File: config.mk
export PLATFORM = sky130hd
export DESIGN_NAME = axi4_r_buffer_sf
export DESIGN_NICKNAME = d
export VERILOG_FILES = /design/src/rtl/axi_rab_pkg.sv /design/src/rtl/axi_fifo_rab.sv /design/src/rtl/axi4_r_buffer_sf.sv
export SDC_FILE = /design/constraint.sdc
export NUM_CORES = 1
export LEC_CHECK = 0
export CAP_MARGIN = 15
export CORE_MARGIN = 4
export CORE_UTILIZATION = 35
export DETAILED_ROUTE_END_ITERATION = 10
export PLACE_DENSITY = 0.57
export SLEW_MARGIN = 20
export SYNTH_ARGS = -nofsm -noshare
export SYNTH_HDL_FRONTEND = slang
export SYNTH_SLANG_ARGS = --single-unit
File: constraint.sdc
create_clock -name axi4_aclk -period 7.7 [get_ports axi4_aclk]
set_clock_uncertainty 0.2 [all_clocks]
set_input_delay 1.54 -clock axi4_aclk [delete_from_list [all_inputs] [get_ports axi4_aclk]]
set_output_delay 1.54 -clock axi4_aclk [all_outputs]
set_load 0.03 [all_outputs]
File: src/rtl/axi_rab_pkg.sv
// Shared RAB datapath definitions: R-channel beat field layout and width helper.
package axi_rab_pkg;

    localparam int unsigned R_RESP_LSB = 0;
    localparam int unsigned R_LAST_BIT = 2;
    localparam int unsigned R_ID_LSB   = 3;

    // Packed R beat is {ruser, rdata, rid, rlast, rresp}
    function automatic int unsigned r_beat_width(input int unsigned id_w,
                                                 input int unsigned data_w,
                                                 input int unsigned user_w);
        return id_w + data_w + user_w + 3;
    endfunction

endpackage

File: src/rtl/axi_fifo_rab.sv
// Generic power-of-two FIFO with wrap-bit pointers, full/empty and occupancy.
module axi_fifo_rab #(
    parameter int unsigned DATA_WIDTH = 8,
    parameter int unsigned DEPTH      = 4,
    localparam int unsigned AW        = $clog2(DEPTH),
    localparam int unsigned PW        = AW + 1
) (
    input  logic                  clk,
    input  logic                  rst_n,
    input  logic                  push,
    input  logic [DATA_WIDTH-1:0] wdata,
    input  logic                  pop,
    output logic [DATA_WIDTH-1:0] rdata,
    output logic                  full,
    output logic                  empty,
    output logic [PW-1:0]         occupancy
);

    logic [DATA_WIDTH-1:0] mem [DEPTH];
    logic [PW-1:0]         wr_ptr;
    logic [PW-1:0]         rd_ptr;
    logic                  do_push;
    logic                  do_pop;

    assign full  = (wr_ptr[AW-1:0] == rd_ptr[AW-1:0]) && (wr_ptr[AW] != rd_ptr[AW]);
    assign empty = (wr_ptr == rd_ptr);

    assign do_push = push & ~full;
    assign do_pop  = pop & ~empty;

    // Wrap-bit difference yields 0..DEPTH without a separate counter
    assign occupancy = wr_ptr - rd_ptr;
    assign rdata     = mem[rd_ptr[AW-1:0]];

    always_ff @(posedge clk or negedge rst_n) begin
        if (!rst_n) begin
            wr_ptr <= '0;
            rd_ptr <= '0;
        end else begin
            if (do_push) wr_ptr <= wr_ptr + PW'(1);
            if (do_pop)  rd_ptr <= rd_ptr + PW'(1);
        end
    end

    always_ff @(posedge clk) begin
        if (do_push) mem[wr_ptr[AW-1:0]] <= wdata;
    end

endmodule

File: src/rtl/axi4_r_buffer_sf.sv
// AXI4 R-channel buffer with configurable depth and optional per-burst store-and-forward.
module axi4_r_buffer_sf
    import axi_rab_pkg::*;
#(
    parameter int unsigned AXI_DATA_WIDTH = 32,
    parameter int unsigned AXI_ID_WIDTH   = 4,
    parameter int unsigned AXI_USER_WIDTH = 4,
    parameter int unsigned DEPTH          = 4,
    parameter int unsigned STORE_FWD      = 0
) (
    input  logic                      axi4_aclk,
    input  logic                      axi4_arstn,
    input  logic [AXI_ID_WIDTH-1:0]   m_axi4_rid,
    input  logic [AXI_DATA_WIDTH-1:0] m_axi4_rdata,
    input  logic [1:0]                m_axi4_rresp,
    input  logic                      m_axi4_rlast,
    input  logic [AXI_USER_WIDTH-1:0] m_axi4_ruser,
    input  logic                      m_axi4_rvalid,
    output logic                      m_axi4_rready,
    output logic [AXI_ID_WIDTH-1:0]   s_axi4_rid,
    output logic [AXI_DATA_WIDTH-1:0] s_axi4_rdata,
    output logic [1:0]                s_axi4_rresp,
    output logic                      s_axi4_rlast,
    output logic [AXI_USER_WIDTH-1:0] s_axi4_ruser,
    output logic                      s_axi4_rvalid,
    input  logic                      s_axi4_rready,
    output logic [$clog2(DEPTH):0]    occupancy,
    output logic [$clog2(DEPTH):0]    burst_cnt
);

    localparam int unsigned BW        = r_beat_width(AXI_ID_WIDTH, AXI_DATA_WIDTH, AXI_USER_WIDTH);
    localparam int unsigned CW        = $clog2(DEPTH) + 1;
    localparam int unsigned R_DATA_LSB = R_ID_LSB + AXI_ID_WIDTH;
    localparam int unsigned R_USER_LSB = R_DATA_LSB + AXI_DATA_WIDTH;

    generate
        if (DEPTH < 2 || (DEPTH & (DEPTH - 1)) != 0) begin : g_bad_depth
            $error("axi4_r_buffer_sf: DEPTH must be a power of two and at least 2");
        end
    endgenerate

    logic [BW-1:0] beat_in;
    logic [BW-1:0] beat_head;
    logic          full;
    logic          empty;
    logic          push;
    logic          pop;
    logic          rdy_en_q;
    logic          fwd_q;

    assign beat_in = {m_axi4_ruser, m_axi4_rdata, m_axi4_rid, m_axi4_rlast, m_axi4_rresp};

    assign s_axi4_rresp = beat_head[R_RESP_LSB +: 2];
    assign s_axi4_rlast = beat_head[R_LAST_BIT];
    assign s_axi4_rid   = beat_head[R_ID_LSB +: AXI_ID_WIDTH];
    assign s_axi4_rdata = beat_head[R_DATA_LSB +: AXI_DATA_WIDTH];
    assign s_axi4_ruser = beat_head[R_USER_LSB +: AXI_USER_WIDTH];

    // Ready depends only on registered state, never on the upstream ready
    assign m_axi4_rready = rdy_en_q & ~full;
    assign push          = m_axi4_rvalid & m_axi4_rready;
    assign pop           = s_axi4_rvalid & s_axi4_rready;

    // A full buffer with no complete burst must forward, or the slave could never finish the burst
    assign s_axi4_rvalid = (STORE_FWD != 0)
                         ? (~empty & ((burst_cnt != '0) | full | fwd_q))
                         : ~empty;

    axi_fifo_rab #(
        .DATA_WIDTH (BW),
        .DEPTH      (DEPTH)
    ) u_fifo (
        .clk       (axi4_aclk),
        .rst_n     (axi4_arstn),
        .push      (push),
        .wdata     (beat_in),
        .pop       (pop),
        .rdata     (beat_head),
        .full      (full),
        .empty     (empty),
        .occupancy (occupancy)
    );

    always_ff @(posedge axi4_aclk or negedge axi4_arstn) begin
        if (!axi4_arstn) begin
            rdy_en_q  <= 1'b0;
            fwd_q     <= 1'b0;
            burst_cnt <= '0;
        end else begin
            rdy_en_q <= 1'b1;
            case ({push & m_axi4_rlast, pop & s_axi4_rlast})
                2'b10:   burst_cnt <= burst_cnt + CW'(1);
                2'b01:   burst_cnt <= burst_cnt - CW'(1);
                default: burst_cnt <= burst_cnt;
            endcase
            if (STORE_FWD != 0) begin
                if (full && burst_cnt == '0) fwd_q <= 1'b1;
                else if (pop && s_axi4_rlast) fwd_q <= 1'b0;
            end
        end
    end

endmodule

==> results of run 1 <==
-- stage by stage --
step	util	setup WS (ns)	power, mW	cell area (um^2)
after floorplan	-	3.82	2.20	6850
after CTS	0.457	2.91	3.50	8660
after detailed placement	0.429	3.36	2.71	8130
after global placement	0.429	3.39	2.70	8130
after global routing	0.457	2.70	3.60	8660
final	0.457	3.04	3.43	8660
-- layout make-up --
cell class	count	area (um^2)	share of cell area
flip-flops and latches	182	5420	0.626
multi-input cells	87	1360	0.157
repair buffers	102	1010	0.116
clock buffers	21	440	0.0509
well taps	260	325	0.0376
clock inverters	10	83.8	0.00968
inverters	5	18.8	0.00217
-- per-layer routing --
| metal | up-vias | global-route usage |
|---|---|---|
| met4 | 0 | 0.0430 |
| met2 | 69 | 0.215 |
| met1 | 1595 | 0.136 |
| met5 | - | 0 |
| li1 | 1396 | - |
| met3 | 11 | 0.0405 |
-- cells in the final DEF, fill, tap and decap left out, types with 3 or more instances in the layout --
| cell type | netlist | layout |
|---|---|---|
| inv_1 | 5 | 5 |
| nor3_1 | 3 | 3 |
| clkdlybuf4s50_1 | 0 | 97 |
| clkinv_1 | 0 | 3 |
| mux4_2 | 43 | 43 |
| buf_4 | 5 | 5 |
| ha_1 | 8 | 8 |
| clkbuf_1 | 4 | 4 |
| nand2_1 | 5 | 5 |
| clkbuf_16 | 0 | 17 |
| xnor2_1 | 6 | 6 |
| edfxtp_1 | 172 | 172 |
| and2_2 | 4 | 4 |
| dfrtp_1 | 10 | 8 |
-- report_power, final --
part	internal (mW)	switching [mW]
sequential	1.23	0.134
clock	0.440	0.338
combinational	0.610	0.685
total	2.28	1.16
-- logic make-up (layout without fill, tap and decap cells) --
logic type,count (synthesis),count (layout),synth area share
AOI/OAI and AO/OA,5,5,0.00657
muxes,46,46,0.147
and+or+nand+nor,17,17,0.0130
adders and majority gates,10,10,0.0204
DFF,182,182,0.790
xor gates and xnor gates,8,8,0.0113
other,1,1,0.000547
buffers and inverters,15,138,0.0111
-- flip-flops by register name, summed over array words and instances, names as in the netlist --
signal         cells
u_fifo.mem       172
burst_cnt          3
u_fifo.rd_ptr      3
u_fifo.wr_ptr      3
rdy_en_q           1
-- final timing paths --
| kind | startpoint | cells after the start | end | slack [ns] |
|---|---|---|---|---|
| max | u_fifo.rd_ptr[0] | 4 | m_axi4_rready | 3.04 |
| min | burst_cnt[2] | 1 | burst_cnt[2] | 0.28 |
| max reg2reg | u_fifo.rd_ptr[0] | 5 | u_fifo.mem[3][1] | 4.05 |
| min reg2reg | burst_cnt[2] | 1 | burst_cnt[2] | 0.28 |
| max in group asynchronous | axi4_arstn | 1 | u_fifo.rd_ptr[0] | 5.65 |
| min in group asynchronous | axi4_arstn | 1 | burst_cnt[2] | 1.26 |
==> impl_metrics.tcl, run 1 <==
set metrics [dict create \
    holdBufCountCts 0 \
    area_delta_synth_final_pct 26.3 \
    h-tree-depth 4 \
    fin_crit_ns 4.66 \
    max_freq_ghz 0.214 \
    postCtsSetupBuffers 0 \
    root_buffer "clkbuf_16" \
    wl_um 12700 \
    outcome "finished clean" \
    drc 0 \
    cts_resized 0 \
    path_class "reg2out" \
    antenna_found_initial 0 \
    die-area_um2 21900 \
    cp-start-kind "register" \
    clock_sink_count 182 \
    globalplace.congestion 0.760 \
    yosysSeqAreaShare 0.790 \
    core_area_um2 19000 \
    firstDrtPassIters 4 \
    crit_fanout 46 \
    synth_cells 284 \
    io_buffers 97 \
    antenna_left 0 \
    drv_slew 0 \
    drtIter0Drc 144 \
    hold_path.class "reg2reg" \
    path_clk_slew_ns 0.06 \
    relSlewSlack 0.366 \
    ys_types 27 \
    wl_met2_um 6750 \
    end_kind "output port" \
    avgSynthCellArea_um2 24.1 \
    chipHeight_um 148 \
    hold_ws_ns 0.282 \
    dp_hpwl_um 7680 \
    vias 3071 \
    critPathRequiredTime_ns 5.96 \
    syn_nets 341 \
    grt_max_degree 47 \
    grt_pass1_vias 3462 \
    finalNonFillerCells 667 \
    synth_edf_count 172 \
    wl_met3_um 614 \
    final_hold_viol_count 0 \
    rsz0062_at_grt "false" \
    p_per_area_nw_per_um2 397 \
    grt_pass1_wl_um 19600 \
    pin_count 98 \
    fin_tns_setup_ns 0 \
    drive_above_1_share 0.209 \
    nNetsFinal 452 \
    m1WireLength_um 5130 \
    initial_utilization 0.362 \
    cts_buffers 17 \
    worstMarginPinSlew_ns 0.951 \
    maxUsedRoutingLayer "met4" \
    crit_family "flip-flops" \
    fin_crit_sh 0.606 \
    drv_cap 0 \
    antennaDiodeCount 0 \
    yosys-top-cells-area "edfxtp_1, mux4_2, dfrtp_1, ha_1, xnor2_1" \
    synth_top_area_share 0.754 \
    cts_tree "yes" \
    path_buf_inv 1 \
    ys.flop_type "edfxtp_1" \
    ys_ff_latch 182 \
    synthArstFlopShare 0.0549 \
    path_cells "ha_1 > and2_1 > a21boi_0 > clkdlybuf4s50_1" \
    vdd_drop_max_mv 0.169 \
    slowest_stage "dfrtp_4" \
    place_inst 636 \
    grt-ovfl-total 0 \
    yosysWarnings 0 \
    setup_viol_count_final 0 \
    ys_top_cells_by_count "edfxtp_1, mux4_2, dfrtp_1" \
    syn-cell-area_um2 6850 \
    crit_arrival_ns 2.92 \
    p_leak_nw 2.81 \
    slowest_delay_ns 1.06 \
    track_usage 0.121 \
    rows 50 \
    fill_cells 1623 \
    synth_top_area_cell "edfxtp_1" \
    viasPerCell 4.60 \
    die_w_um 148 \
    yosysMostFrequentCell "edfxtp_1" \
    wl_per_cell_um 19.0 \
    clock_latency_ns 0.42 \
    cts.path.max_buffers 2 \
]
Note: power is estimated with default switching activity, not from simulation.
==> inputs of run 2 (changes only) <==
clock period = 4.6 ns   (was 7.7 ns; I/O delays follow)
==> run 2 against run 1 <==
Effect of this change:
- cell count up 1.2%
- combinational power up 74%
- sequential share of layout area down 0.32 points
- clock power up 63%
- sequential power up 63%
- die area unchanged
- worst setup slack worse by 2.3 ns
- count of clock-buffer cells in the layout down 2
- flip-flop and latch count unchanged
- critical path depth down 1
- register-to-register slack worse by 2.6 ns
- global-route usage down 0.13 points
==> impl_metrics.tcl, run 2 (synthesized netlist as in run 1, its figures left out) <==
set metrics [dict create \
    relSlewSlack 0.522 \
    path_clk_slew_ns 0.07 \
    chipHeight_um 148 \
    firstDrtPassIters 4 \
    antenna_found_initial 0 \
    drtIter0Drc 114 \
    max_freq_ghz 0.259 \
    largest_reg_flops 172 \
    root_buffer "clkbuf_16" \
    drv_cap 0 \
    power_mw 5.73 \
    grt_pass1_wl_um 19500 \
    seq_power_share 0.387 \
    cp-start-kind "register" \
    critPathRequiredTime_ns 3.48 \
    die_w_um 148 \
    track_usage 0.120 \
    mostFrequentLayoutCells "edfxtp_1, clkdlybuf4s50_1, mux4_2" \
    antenna_left 0 \
    grt_max_degree 26 \
    use_met2 0.206 \
    power_frac_clock 0.221 \
    clock_latency_ns 0.41 \
    cts_resized 0 \
    end_kind "output port" \
    die-area_um2 21900 \
    initial_utilization 0.362 \
    dp_hpwl_um 8010 \
    cts_buffers 17 \
    antennaDiodeCount 0 \
    outcome "finished clean" \
    wl_per_cell_um 18.5 \
    hold_path.class "reg2reg" \
    rsz0062_at_grt "false" \
    fin_crit_sh 0.841 \
    vdd_drop_max_mv 0.315 \
    path_class "reg2out" \
    pin_count 98 \
    area_delta_synth_final_pct 27.0 \
    drc 0 \
    h-tree-depth 4 \
    met1_usage 0.143 \
    final_hold_viol_count 0 \
    p_leak_nw 2.84 \
    cts.path.max_buffers 2 \
    clock_sink_count 182 \
    holdBufCountCts 0 \
    switchingPower_mw 1.95 \
    crit_arrival_ns 2.75 \
    setup_viol_count_final 0 \
    nNetsFinal 459 \
    grt-ovfl-total 0 \
    drv_slew 0 \
    worstMarginPinSlew_ns 0.716 \
    crit_fanout 25 \
    postCtsSetupBuffers 0 \
    intPower_mw 3.78 \
    drive_above_1_share 0.229 \
    fin_crit_ns 3.87 \
    fill_cells 1659 \
    io_buffers 97 \
    cts_tree "yes" \
    vias 3107 \
    rows 50 \
    viasPerCell 4.60 \
    p_per_area_nw_per_um2 659 \
    grt_use_met3 0.0353 \
    grt_pass1_vias 3467 \
    final_common_cell "edfxtp_1" \
    p_comb_frac 0.392 \
    gr-max-usage-layer "met2" \
    p_sw_frac 0.341 \
    fin_tns_setup_ns 0 \
    globalplace.congestion 0.733 \
    wl_um 12500 \
    core_area_um2 19000 \
]
## run 2: changes by cell type in the layout (fill, tap and decap cells not counted), sizes merged
| cell | change |
|---|---|
| buf | +7 |
| bufinv | -1 |
| clkbuf | -2 |
| clkinvlp | +2 |
| inv | +2 |
## run 2: critical path, stage by stage (launching register included)
cell	delay, ns
dfrtp_4	0.75
buf_4	0.40
mux4_2	0.56
clkdlybuf4s50_1	0.61
## run 2: final timing paths
path,cells after the start,slack [ns],from,endpoint
hold reg to reg,1,0.28,burst_cnt[2],burst_cnt[2]
setup / recovery,3,0.73,u_fifo.rd_ptr[0],s_axi4_rdata[9]
hold / removal,1,0.28,burst_cnt[2],burst_cnt[2]
max in group asynchronous,1,3.19,axi4_arstn,u_fifo.rd_ptr[0]
setup reg to reg,5,1.44,u_fifo.rd_ptr[0],u_fifo.mem[3][34]
min in group asynchronous,1,0.64,axi4_arstn,rdy_en_q
## run 2: per-stage QoR
stage / hold slack [ns] / utilization / cells / setup slack, ns / instance area [um^2]
after detailed placement: 0.258 / 0.432 / 643 / 1.09 / 8190
after CTS: 0.277 / 0.459 / 675 / 0.621 / 8700
final: 0.275 / 0.459 / 675 / 0.733 / 8700
after global routing: 0.290 / 0.459 / 675 / 0.541 / 8700
after floorplan: 0.359 / - / 284 / 1.34 / 6850
after global placement: 0.260 / 0.432 / 643 / 1.10 / 8190
## run 2: per-layer routing
metal | share of wire | vias up
li1 | - | 1414
met1 | 0.42 | 1615
met2 | 0.52 | 68
met3 | 0.044 | 10
met4 | 0.011 | 0
met5 | 0 | -
## run 2: final cells by class
cell class	count	area [um^2]	share of cell area
clock buffer	19	433	0.0497
tap	260	325	0.0374
sequential	182	5420	0.623
clock inverter	13	82.6	0.00949
timing repair buffer	109	1060	0.122
multi-input combinational	87	1360	0.156
inverter	5	18.8	0.00216
## run 2: power by group through the flow
stage	combinational (mW)	clock, mW	sequential (mW)
2_1_floorplan	1.51	0	2.18
3_3_place_gp	2.29	0	2.26
3_5_place_dp	2.29	0	2.27
4_1_cts	2.30	1.31	2.23
5_1_grt	2.38	1.39	2.26
6_report	2.25	1.27	2.22
==> inputs of run 3 (changes only) <==
PLACE_DENSITY = 0.59   (was 0.57)
clock period = 3.2 ns   (was 4.6 ns; I/O delays follow)
==> run 3 against run 2 <==
Effect of this change:
- final area grew 2.3%
- first-iteration DRC count grew 41%
- count of clock-buffer cells in the layout shrank 2
- worst hold slack is essentially flat
- routed wire length grew 3.2%
- utilization grew 1.0 points
- global-route usage grew 0.49 points
- combinational power grew 47%
- non-clock buffer count grew 3
- via count grew 1.6%
- critical path depth grew 1
- critical path type unchanged
==> impl_metrics.tcl, run 3 (synthesized netlist as in run 1, its figures left out) <==
set metrics [dict create \
    h-tree-depth 4 \
    drv_slew 0 \
    postCtsSetupBuffers 0 \
    wl_um 12900 \
    wl_per_cell_um 19.1 \
    final_common_cell "edfxtp_1" \
    track_usage 0.124 \
    fin_crit_ns 2.96 \
    core_area_um2 19000 \
    p_leak_nw 3.24 \
    antennaDiodeCount 0 \
    p_comb_frac 0.391 \
    drv_cap 0 \
    outcome "finished clean" \
    crit_fanout 3 \
    final_hold_viol_count 0 \
    die-area_um2 21900 \
    r2r_slack_ns 0.45 \
    cp-start-kind "register" \
    p_sw_frac 0.336 \
    drtIter0Drc 161 \
    hold_path.class "reg2reg" \
    drc 0 \
    vias 3158 \
    vdd_drop_max_mv 0.567 \
    critPathRequiredTime_ns 2.36 \
    crit_arrival_ns 2.12 \
    initial_utilization 0.362 \
    cts.path.max_buffers 2 \
    chipHeight_um 148 \
    path_class "reg2out" \
    path_cells "ha_1 > fa_1 > xnor2_1 > dlygate4sd2_1" \
    dp_hpwl_um 8010 \
    setup_viol_count_final 0 \
    fin_util 0.469 \
    holdBufCountCts 0 \
    slowest_stage "dfrtp_4" \
    slowest_delay_ns 0.51 \
    pin_count 98 \
    power_frac_clock 0.243 \
    grt_pass1_vias 3557 \
    drive_above_1_share 0.240 \
    fill_cells 1580 \
    cts_tree "yes" \
    rsz0062_at_grt "false" \
    grt-ovfl-total 0 \
    clock_sink_count 182 \
    area_delta_synth_final_pct 29.9 \
    max_freq_ghz 0.338 \
    grt_max_degree 30 \
    firstDrtPassIters 4 \
    antenna_left 0 \
    intPower_mw 5.60 \
    switchingPower_mw 2.83 \
    crit_family "adder cells" \
    fin_tns_setup_ns 0 \
    fin_crit_sh 0.925 \
    path_buf_inv 1 \
    end_kind "output port" \
    root_buffer "clkbuf_16" \
    seq_power_share 0.365 \
    antenna_found_initial 1 \
    path_clk_slew_ns 0.06 \
    nNetsFinal 462 \
    grt_pass1_wl_um 20200 \
    p_per_area_nw_per_um2 948 \
    io_buffers 97 \
    globalplace.congestion 0.716 \
    cts_buffers 17 \
    rows 50 \
    mostFrequentLayoutCells "edfxtp_1, clkdlybuf4s50_1, mux4_2" \
    clock_latency_ns 0.42 \
    die_w_um 148 \
    viasPerCell 4.67 \
    largest_reg_flops 172 \
]
## run 3: power by group through the flow
stage | Combinational (mW) | Clock [mW] | Sequential, mW
floorplan | 2.17 | 0 | 3.13
global placement | 3.49 | 0 | 3.11
detailed placement | 3.50 | 0 | 3.14
CTS | 3.44 | 2.12 | 3.09
global route | 3.54 | 2.23 | 3.12
finish | 3.30 | 2.05 | 3.08
## run 3: metal layers
layer,up-vias,routed length [um],share of wire,track usage
li1,1418,-,-,-
met1,1647,5450,0.42,0.154
met2,76,6540,0.51,0.206
met3,15,724,0.056,0.0448
met4,2,146,0.011,0.0397
met5,-,20,0.0016,0
## run 3: path summary, 6_finish.rpt
kind                                  startpoint          endpoint  cells past startpoint
max in group asynchronous             axi4_arstn  u_fifo.rd_ptr[0]                      1
worst min-delay path                burst_cnt[2]      burst_cnt[2]                      1
worst max-delay path            u_fifo.rd_ptr[0]      occupancy[2]                      4
worst max register to register  u_fifo.rd_ptr[0]      burst_cnt[2]                      8
min in group asynchronous             axi4_arstn      burst_cnt[2]                      1
worst min register to register      burst_cnt[2]      burst_cnt[2]                      1
## run 3: through the flow
stage | area, um^2 | setup WS, ns | hold slack, ns | total power, mW | instances
2_1_floorplan | 6850 | 0.0441 | 0.144 | 5.29 | 284
3_3_place_gp | 8230 | 0.387 | 0.261 | 6.61 | 646
3_5_place_dp | 8230 | 0.368 | 0.265 | 6.64 | 646
4_1_cts | 8800 | 0.00605 | 0.277 | 8.64 | 676
5_1_grt | 8900 | 0.149 | 0.294 | 8.89 | 676
6_report | 8900 | 0.241 | 0.275 | 8.43 | 676
## run 3: layout make-up
type                       instances  area [um^2]  share of cell area
inverter                           5         18.8             0.00211
tap                              260          325              0.0366
clock buffer                      17          425              0.0478
multi-input combinational         87         1360               0.153
sequential                       182         5420               0.609
timing repair buffer             112         1190               0.134
clock inverter                    13          156              0.0176
## run 3: what timing repair did
action / CTS / global route
endpoints found under the setup margin: 25 / 35
pin swaps: 0 / 0
resized for setup: 12 / 36
